[src/rtl/proc_pkg.sv]
// Shared types and constants for the instruction-fetch front end.
// Optional build macro: IFETCH_PERF_EN (adds fetch/flush performance counters).
package proc_pkg;

  localparam int          INSTR_W = 32;
  localparam logic [31:0] PC_INC  = 32'd4;

  typedef enum logic {RUN, DRAIN} fetch_state_t;

  typedef struct packed {
    logic [INSTR_W-1:0] instr;
    logic [31:0]        pc;
  } fetch_entry_t;

  // Branch offset is in words, relative to the instruction after the branch.
  function automatic logic [31:0] branch_target(input logic [31:0] pc,
                                                input logic [15:0] imm);
    return pc + PC_INC + {{14{imm[15]}}, imm, 2'b00};
  endfunction

  function automatic logic [31:0] sat_add(input logic [31:0] a,
                                          input logic [31:0] b);
    logic [32:0] s;
    s = {1'b0, a} + {1'b0, b};
    return s[32] ? 32'hFFFF_FFFF : s[31:0];
  endfunction

endpackage

[src/rtl/ifetch_fifo.sv]
// Instruction buffer: synchronous FIFO of fetch entries with flush.
// Head is read combinationally from registered storage; flush wins over push/pop.
module ifetch_fifo
  import proc_pkg::*;
#(
  parameter int DEPTH = 2
) (
  input  logic                       clk,
  input  logic                       reset,
  input  logic                       push,
  input  fetch_entry_t               push_data,
  input  logic                       pop,
  input  logic                       flush,
  output logic                       full,
  output logic                       empty,
  output logic [$clog2(DEPTH+1)-1:0] count,
  output fetch_entry_t               head
);

  localparam int AW = $clog2(DEPTH);
  localparam int CW = $clog2(DEPTH + 1);

  fetch_entry_t   mem_q [DEPTH];
  logic [AW-1:0]  wr_ptr_q, wr_ptr_d;
  logic [AW-1:0]  rd_ptr_q, rd_ptr_d;
  logic [CW-1:0]  count_q,  count_d;
  logic           do_push, do_pop;

  assign full    = (count_q == CW'(DEPTH));
  assign empty   = (count_q == '0);
  assign count   = count_q;
  assign head    = mem_q[rd_ptr_q];

  // Simultaneous push and pop is allowed when full: the slot being read frees up.
  assign do_push = push && !flush && (!full || pop);
  assign do_pop  = pop && !empty && !flush;

  always_comb begin
    wr_ptr_d = wr_ptr_q;
    rd_ptr_d = rd_ptr_q;
    count_d  = count_q;
    if (flush) begin
      wr_ptr_d = '0;
      rd_ptr_d = '0;
      count_d  = '0;
    end else begin
      if (do_push) wr_ptr_d = wr_ptr_q + AW'(1);
      if (do_pop)  rd_ptr_d = rd_ptr_q + AW'(1);
      case ({do_push, do_pop})
        2'b10:   count_d = count_q + CW'(1);
        2'b01:   count_d = count_q - CW'(1);
        default: count_d = count_q;
      endcase
    end
  end

  always_ff @(posedge clk or posedge reset) begin
    if (reset) begin
      wr_ptr_q <= '0;
      rd_ptr_q <= '0;
      count_q  <= '0;
    end else begin
      wr_ptr_q <= wr_ptr_d;
      rd_ptr_q <= rd_ptr_d;
      count_q  <= count_d;
    end
  end

  always_ff @(posedge clk) begin
    if (do_push) mem_q[wr_ptr_q] <= push_data;
  end

endmodule

[src/rtl/instr_fetch.sv]
// Instruction-fetch front end: PC, credit-limited imem requests, response buffer, branch redirect.
// Optional build macro: IFETCH_PERF_EN adds perf_fetched / perf_flushed counters.
module instr_fetch
  import proc_pkg::*;
#(
  parameter logic [31:0] RESET_PC   = 32'h0000_0000,
  parameter int          FIFO_DEPTH = 2
) (
  input  logic               clk,
  input  logic               reset,
  output logic               imem_req_valid,
  input  logic               imem_req_ready,
  output logic [31:0]        imem_req_addr,
  input  logic               imem_rsp_valid,
  input  logic [INSTR_W-1:0] imem_rsp_data,
  output logic               instr_valid,
  input  logic               instr_ready,
  output logic [INSTR_W-1:0] instr,
  output logic [31:0]        instr_pc,
  input  logic               redirect,
  input  logic [15:0]        redirect_imm
`ifdef IFETCH_PERF_EN
  ,
  output logic [31:0]        perf_fetched,
  output logic [31:0]        perf_flushed
`endif
);

  localparam int CW = $clog2(FIFO_DEPTH + 1);
  localparam int SW = CW + 2;

  fetch_state_t  state_q, state_d;
  logic          en_q;
  logic [31:0]   fetch_pc_q, fetch_pc_d;
  logic [31:0]   target_q, target_d;
  logic          pend_q, pend_d;
  logic [31:0]   rsp_pc_q, rsp_pc_d;
  logic [CW-1:0] outstanding_q, outstanding_d;
  logic [CW-1:0] discard_q, discard_d;

  logic          fifo_push, fifo_pop, fifo_flush, fifo_full, fifo_empty;
  logic [CW-1:0] fifo_count;
  fetch_entry_t  fifo_head, push_entry;

  logic [SW-1:0] credit_sum;
  logic          req_fire, consume, redirect_fire;
  logic          rsp_from_out, rsp_in_drain, rsp_push, rsp_drop, accept_wrong;
  logic [31:0]   target;
  logic [CW-1:0] out_base, disc_base;

  ifetch_fifo #(.DEPTH(FIFO_DEPTH)) u_fifo (
    .clk       (clk),
    .reset     (reset),
    .push      (fifo_push),
    .push_data (push_entry),
    .pop       (fifo_pop),
    .flush     (fifo_flush),
    .full      (fifo_full),
    .empty     (fifo_empty),
    .count     (fifo_count),
    .head      (fifo_head)
  );

  // Buffered, in-flight and to-be-dropped words all hold a slot; this sum can
  // only grow on an accepted request, so a raised valid never drops unaccepted.
  assign credit_sum     = SW'(fifo_count) + SW'(outstanding_q) + SW'(discard_q);
  assign imem_req_valid = en_q && (credit_sum < SW'(FIFO_DEPTH));
  assign imem_req_addr  = fetch_pc_q;
  assign req_fire       = imem_req_valid && imem_req_ready;

  assign instr_valid    = !fifo_empty;
  assign instr          = instr_valid ? fifo_head.instr : '0;
  assign instr_pc       = instr_valid ? fifo_head.pc    : '0;
  assign consume        = instr_valid && instr_ready;
  assign redirect_fire  = consume && redirect;
  assign target         = branch_target(fifo_head.pc, redirect_imm);

  assign rsp_in_drain   = imem_rsp_valid && (state_q == DRAIN);
  assign rsp_from_out   = imem_rsp_valid && (state_q == RUN);
  assign rsp_push       = rsp_from_out && !redirect_fire;
  assign rsp_drop       = imem_rsp_valid && !rsp_push;
  assign accept_wrong   = req_fire && (pend_q || redirect_fire);

  assign push_entry     = '{instr: imem_rsp_data, pc: rsp_pc_q};
  assign fifo_push      = rsp_push && (!fifo_full || fifo_pop);
  assign fifo_pop       = consume;
  assign fifo_flush     = redirect_fire;

  assign disc_base      = discard_q - CW'(rsp_in_drain);
  assign out_base       = outstanding_q - CW'(rsp_from_out);

  always_comb begin
    state_d       = state_q;
    fetch_pc_d    = fetch_pc_q;
    target_d      = target_q;
    pend_d        = pend_q;
    rsp_pc_d      = rsp_pc_q;
    outstanding_d = outstanding_q;
    discard_d     = discard_q;

    // A request stalled across a redirect keeps its old address; the target
    // is parked until that stale request is accepted.
    if (pend_q) begin
      if (req_fire) begin
        fetch_pc_d = target_q;
        pend_d     = 1'b0;
      end
    end else if (redirect_fire) begin
      if (imem_req_valid && !imem_req_ready) begin
        pend_d   = 1'b1;
        target_d = target;
      end else begin
        fetch_pc_d = target;
      end
    end else if (req_fire) begin
      fetch_pc_d = fetch_pc_q + PC_INC;
    end

    if (redirect_fire) begin
      discard_d     = disc_base + out_base + CW'(req_fire);
      outstanding_d = '0;
      rsp_pc_d      = target;
    end else begin
      discard_d     = disc_base + CW'(accept_wrong);
      outstanding_d = out_base + CW'(req_fire && !accept_wrong);
      if (rsp_push) rsp_pc_d = rsp_pc_q + PC_INC;
    end

    case (state_q)
      RUN:     if (discard_d != '0) state_d = DRAIN;
      DRAIN:   if (discard_d == '0) state_d = RUN;
      default: state_d = RUN;
    endcase
  end

  always_ff @(posedge clk or posedge reset) begin
    if (reset) begin
      state_q       <= RUN;
      en_q          <= 1'b0;
      fetch_pc_q    <= RESET_PC;
      target_q      <= '0;
      pend_q        <= 1'b0;
      rsp_pc_q      <= RESET_PC;
      outstanding_q <= '0;
      discard_q     <= '0;
    end else begin
      state_q       <= state_d;
      en_q          <= 1'b1;
      fetch_pc_q    <= fetch_pc_d;
      target_q      <= target_d;
      pend_q        <= pend_d;
      rsp_pc_q      <= rsp_pc_d;
      outstanding_q <= outstanding_d;
      discard_q     <= discard_d;
    end
  end

`ifdef IFETCH_PERF_EN
  logic [31:0] perf_fetched_q, perf_flushed_q;
  logic [31:0] flush_inc;

  // The consumed branch itself is not a flushed entry.
  assign flush_inc = 32'(rsp_drop) +
                     (redirect_fire ? (32'(fifo_count) - 32'd1) : 32'd0);

  always_ff @(posedge clk or posedge reset) begin
    if (reset) begin
      perf_fetched_q <= '0;
      perf_flushed_q <= '0;
    end else begin
      perf_fetched_q <= sat_add(perf_fetched_q, 32'(fifo_push));
      perf_flushed_q <= sat_add(perf_flushed_q, flush_inc);
    end
  end

  assign perf_fetched = perf_fetched_q;
  assign perf_flushed = perf_flushed_q;
`endif

endmodule

[config.mk]
export PLATFORM = sky130hd
export DESIGN_NAME = instr_fetch
export DESIGN_NICKNAME = d
export VERILOG_FILES = /design/src/rtl/proc_pkg.sv /design/src/rtl/ifetch_fifo.sv /design/src/rtl/instr_fetch.sv
export SDC_FILE = /design/constraint.sdc
export NUM_CORES = 1
export LEC_CHECK = 0
export CAP_MARGIN = 40
export CORE_AREA = 2 2 174 176
export DETAILED_ROUTE_END_ITERATION = 12
export DIE_AREA = 0 0 176 178
export HOLD_SLACK_MARGIN = 0.03
export PLACE_DENSITY_LB_ADDON = 0.1
export SYNTH_ARGS = -nofsm -noshare
export SYNTH_HDL_FRONTEND = slang
export SYNTH_HIERARCHICAL = 1
export SYNTH_SLANG_ARGS = --single-unit
[constraint.sdc]
create_clock -name clk -period 7.01 [get_ports clk]
set_clock_uncertainty 0.05 [all_clocks]
set_input_delay 1.402 -clock clk [delete_from_list [all_inputs] [get_ports clk]]
set_output_delay 1.402 -clock clk [all_outputs]
set_load 0.02 [all_outputs]
==> results.toml, run 1 <==
[run_status]
outcome = "finished, final reports clean"

[synthesis]
netlist.area_leader.share_pct = 29.5
synth_commonest_cells = "nand2_1 (148), edfxtp_1 (128), dfrtp_1 (107)"
avgSynthCellArea_um2 = 10.4
yosys.area.top_type = "edfxtp_1"
ys_seq_area_share_pct = 50.1
synthTopCellsByArea = "edfxtp_1 (30%), dfrtp_1 (21%), ha_1 (6.2%)"
netlist_instances = 1250
ys_async_sr_fraction_pct = 45.5
yosysWarnings = 6
synth_edf_count = 128
yosys_most_used_dff = "edfxtp_1"
synth_area_um2 = 13000
ys_seq_elements = 235
synth_most_common_cell = "nand2_1"
syn_nets = 1372
synth_cell_types = 73

[clock_tree]
cts_buffers = 27
cts_hold_buf = 0
clock_sinks = 235
cts-resized-gates = 0
cts.clk_slew.worst_paths_ns = 0.06
post_cts_buffers = 0
cts-htree-levels = 1
clk_latency_ns = 0.55
cts_tree = "yes"
clockBufferDepth = 3
root_buffer = "clkbuf_16"

[floorplan]
die-area_um2 = 31300
initial_utilization_pct = 44.3
core_um2 = 29400
die_w_um = 176
die_h_um = 178
ioPinCount = 152
core.rowCount = 63

[timing]
whs_ns = 0.425
setup_viol = 0
rsz0062_at_grt = "no"
layout_min_cycle_time_ns = 4.69
relSlewSlack_pct = 48.6
post-route-period-util_pct = 66.9
hold_viol_final = 0
fmax_ghz = 0.213
tightest_slew_ns = 0.752
tns_ns = 0
slew_viol_final = 0

[detailed_routing]
vias = 9901
antenna_left = 0
drc = 0
wl_per_cell_um = 19.6
drtPass1Iterations = 7
drtIter0Drc = 708
wl_um = 35300
vias_per_cell = 5.50

[pwr]
ir_worst_vdd_uv = 289
totalPowerFinal_uw = 7330
power_density_nw_per_um2 = 459
leakagePower_uw = 0.00622

[final_layout]
syn2layout_area_growth_pct = 22.7
drive_above_1_share_pct = 11.8
fill_cells = 2603
finalNonFillerCells = 1801
fin_nets = 1513
insertedDiodeCount = 0
fin_area_um2 = 16000

[global_routing]
grt_first_pass_wirelength_um = 55500
grt_pass1_vias = 9480
gr-total-overflow = 0
grt.total_usage_pct = 22.5
grt_max_degree = 67
grt_antenna_before_repair = 0

[placement]
hpwl_um = 24800
place_inst = 1752
place_area_um2 = 15000
io_buffers = 151
gp_congestion = 0.942

[critical_path]
crit_start = "u_fifo/count[1]"
end_kind = "primary output"
crit_fanout = 10
reg2reg_to = "imem_req_addr[29]"
start_kind = "register"
cp.arrival_ns = 3.24
required_ns = 5.56
reg2reg_depth = 12
r2r-start = "u_fifo/rd_ptr_q"
crit_type = "reg -> out"
rrSetupSlack_ns = 2.42

[min_path]
hold_depth = 0
min_to = "u_fifo/mem_q[1][1]"
hold_path_class = "reg -> reg"
min-delay-start = "rsp_pc_q[1]"

[flow_run]
maxCapViolCount = 0
cell type report:
type                    instances  area [um^2]  area share [%]
clock buffers                  38          767            4.80
multi-input cells             922         6170            38.6
inverters                      34          130           0.815
well taps                     390          488            3.05
repair buffers                171         1730            10.8
flip-flops and latches        235         6520            40.8
clock inverters                11          168            1.05
sequential cells by signal, summed over array words and instances, names as in the netlist:
signal / flops
u_fifo/count: 2
outstanding_q: 2
discard_q: 2
rsp_pc_q: 32
target_q: 32
pend_q: 1
u_fifo/rd_ptr_q: 1
imem_req_addr: 32
en_q: 1
state_q: 1
u_fifo/wr_ptr_q: 1
u_fifo/mem_q: 128
how the worst max path moves through the flow:
stage,cells past startpoint,slack [ns],end
final,8,2.32,imem_req_valid
after global routing,8,2.16,imem_req_valid
after CTS,8,2.27,imem_req_valid
after detailed placement,11,1.89,imem_req_addr[29]
after global placement,11,1.84,imem_req_addr[29]
after floorplan,9,1.18,u_fifo/mem_q[0][0]
metrics by stage:
stage	util (%)	setup slack [ns]
2_1_floorplan	-	1.18
3_3_place_gp	50.8	1.84
3_5_place_dp	51.1	1.89
4_1_cts	54.3	2.27
5_1_grt	54.3	2.16
6_report	54.3	2.32
layout by cell type, fill, tap and decap left out, drive strengths merged, types with 3 or more instances in the layout:
master	count
nand2b	6
a211o	5
inv	35
a21oi	99
o21ai	60
nor3	22
and2	4
o22ai	10
nor4	5
and3	15
a2111oi	4
bufinv	4
o211ai	4
buf	20
clkbuf	38
ha	65
nand4	22
or3	5
a31oi	6
mux2i	4
o21a	7
mux2	69
nor2b	68
or2	8
a21o	10
o21bai	3
xor2	41
and4	4
dfrtp	107
xnor2	41
fa	3
clkinv	6
nand2	148
nor2	98
o31ai	4
a211oi	12
edfxtp	128
nand3	43
clkdlybuf4s50	151
logic make-up (layout without fill, tap and decap cells):
kind of cell,after synthesis,count (layout),share of synthesized area [%]
compound gates,242,242,11.6
xor+xnor,82,82,5.52
fa+ha+maj,68,68,6.71
buf+inv,93,254,2.89
flops,235,235,50.1
mux,73,73,6.28
other cells,1,1,0.0288
simple gates,456,456,16.9
report_power, final:
part / switching [uW] / internal (uW) / total (uW) / leakage, uW
Combinational: 2060 / 1490 / 3550 / 0.00329
Clock: 570 / 909 / 1480 / 0.000461
Sequential: 400 / 1900 / 2300 / 0.00247
critical path: stages (launching register included):
cell	delay, ns
dfrtp_1	0.54
inv_1	0.10
fa_1	0.49
inv_1	0.04
ha_1	0.27
nor2_1	0.13
nand3_1	0.22
inv_1	0.25
clkdlybuf4s50_1	0.65
routing by layer:
layer,global-route usage [%],vias up,wire length [um]
li1,-,4749,-
met1,34.6,4787,17500
met2,33.7,313,15000
met3,3.52,52,2000
met4,4.89,0,726
met5,0,-,0
Note: power is estimated with default switching activity, not from simulation.
==> inputs of run 2 (changes only) <==
==> constraint.sdc (replaced) <==
create_clock -name clk -period 3.85 [get_ports clk]
set_clock_uncertainty 0.05 [all_clocks]
set_input_delay 0.77 -clock clk [delete_from_list [all_inputs] [get_ports clk]]
set_output_delay 0.77 -clock clk [all_outputs]
set_load 0.02 [all_outputs]
==> results.toml, run 2 (same netlist as run 1, synthesis figures left out) <==
[timing]
post-route-period-util_pct = 96.5
rsz0062_at_grt = "no"
whs_ns = 0.426
layout_min_cycle_time_ns = 3.71
tightest_slew_ns = 0.701
relSlewSlack_pct = 53.3
hold_viol_final = 0
setup_viol = 0
fin_ws_ns = 0.135
fmax_ghz = 0.269
slew_viol_final = 0

[pwr]
clkPwrFrac_pct = 18.3
leakagePower_uw = 0.00649
switching_share_pct = 40.9
p_int_uw = 8030
netSwitchingPower_uw = 5550
power_density_nw_per_um2 = 830
ir_worst_vdd_uv = 386
power.share.combinational_pct = 51.2
seqPwrFrac_pct = 30.5

[min_path]
hold_depth = 2
min_to = "target_q[16]"
min-delay-start = "target_q[16]"
hold_path_class = "reg -> reg"

[detailed_routing]
wl_um = 34700
drc = 0
drtPass1Iterations = 5
vias = 9915
antenna_left = 0
drtIter0Drc = 684
wl_per_cell_um = 18.7
vias_per_cell = 5.34

[clock_tree]
clk_latency_ns = 0.53
cts_tree = "yes"
cts_buffers = 26
root_buffer = "clkbuf_16"
clock_sinks = 235
cts_hold_buf = 0
cts.clk_slew.worst_paths_ns = 0.06
clockBufferDepth = 3
cts-htree-levels = 1

[placement]
gp_congestion = 0.890
hpwl_um = 25000
pre_cts_slack_ns = -0.214
io_buffers = 151
place_area_um2 = 15400

[floorplan]
die_w_um = 176
die_h_um = 178
core_um2 = 29400
ioPinCount = 152
initial_utilization_pct = 44.3
core.rowCount = 63
die-area_um2 = 31300

[final_layout]
largest_register_ffs = 128
fill_cells = 2627
drive_above_1_share_pct = 15.5
mostFrequentLayoutCell = "clkdlybuf4s50_1"
fin_nets = 1571
syn2layout_area_growth_pct = 25.7
final_cell_mix = "clkdlybuf4s50_1 (150), nand2_1 (146), edfxtp_1 (128)"
fin_area_um2 = 16400
registers.top_by_ff_count = "u_fifo/mem_q"
insertedDiodeCount = 0

[critical_path]
end_kind = "register"
reg2reg_depth = 14
r2r-start = "u_fifo/rd_ptr_q"
slowest_delay_ns = 0.49
crit_chain = "buf_12 > buf_4 > mux2_2 > ha_1 > ha_1 > a2111oi_2 > o21ai_1 > o21ai_2 > a2111oi_4 > buf_4 > or2_4 > or4_4 > o211ai_2 > o21ai_2"
crit_type = "reg -> reg"
start_kind = "register"
rrSetupSlack_ns = 0.14
slowest_stage = "or4_4"
reg2reg_to = "imem_req_addr[28]"
required_ns = 4.21
cp.arrival_ns = 4.07
crit_fanout = 8

[global_routing]
grt_pass1_vias = 9478
grt_first_pass_wirelength_um = 54500
grt_busiest_layer = "met1"
grt.total_usage_pct = 22.3
grt_max_degree = 69
grt_antenna_before_repair = 0
met3_usage_pct = 2.98
grtUsageMet2_pct = 32.5
grt_util_met1_pct = 34.7
gr-total-overflow = 0

[flow_run]
maxCapViolCount = 0

[run_status]
outcome = "finished, final reports clean"
run 2: routing by layer:
layer	vias to the layer above	part of all wire (%)
met3	48	5.4
met5	-	0
met1	4733	51
li1	4861	-
met2	273	42
met4	0	2.3
run 2: stage by stage:
stage          std cells  power (uW)  TNS, ns  utilization, %
2_1_floorplan       1250        8310        0               -
3_3_place_gp        1806       11000   -0.543            52.5
3_5_place_dp        1806       11000    -1.30            52.5
4_1_cts             1853       13600        0            55.3
5_1_grt             1858       14500        0            55.6
6_report            1858       13600        0            55.6
run 2: worst max-delay path by stage:
stage | startpoint | endpoint | slack (ns)
6_report | u_fifo/rd_ptr_q | imem_req_addr[28] | 0.14
5_1_grt | u_fifo/rd_ptr_q | imem_req_addr[28] | 0.01
4_1_cts | u_fifo/count[1] | imem_req_valid | 0.01
3_5_place_dp | redirect_imm[0] | imem_req_addr[29] | -0.21
3_3_place_gp | redirect_imm[0] | imem_req_addr[29] | -0.12
2_1_floorplan | instr_ready | u_fifo/mem_q[0][0] | 0.02
run 2: power groups by stage:
stage | clock, uW | sequential [uW] | combinational [uW]
after global routing | 2650 | 4250 | 7620
after CTS | 2540 | 4150 | 6880
after floorplan | 0 | 4140 | 4160
after global placement | 0 | 4170 | 6780
final | 2490 | 4150 | 6950
after detailed placement | 0 | 4190 | 6840
run 2: critical path, delay by kind of cell (launching register included):
family                   cells  cell delay, ns
multiplexers                 1            0.39
AND/OR/NAND/NOR              2            0.77
flip-flops                   1            0.37
AO/OA/AOI/OAI                6            0.87
adder cells (fa/ha/maj)      2            0.64
buffers and inverters        3            0.47
run 2: area by class of cell:
cell class	count	area, um^2	share of cell area [%]
clock buffer	35	706	4.31
clock inverter	12	141	0.864
inverter	34	133	0.811
multi-input combinational	922	6190	37.8
sequential	235	6520	39.9
tap	390	488	2.98
timing repair buffer	230	2180	13.3
run 2: timing repair:
action | 4_1_cts | 5_1_grt
pin swaps | 0 | 1
setup endpoints to repair | 1 | 27
gates resized for setup | 1 | 9
setup buffers | 0 | 5
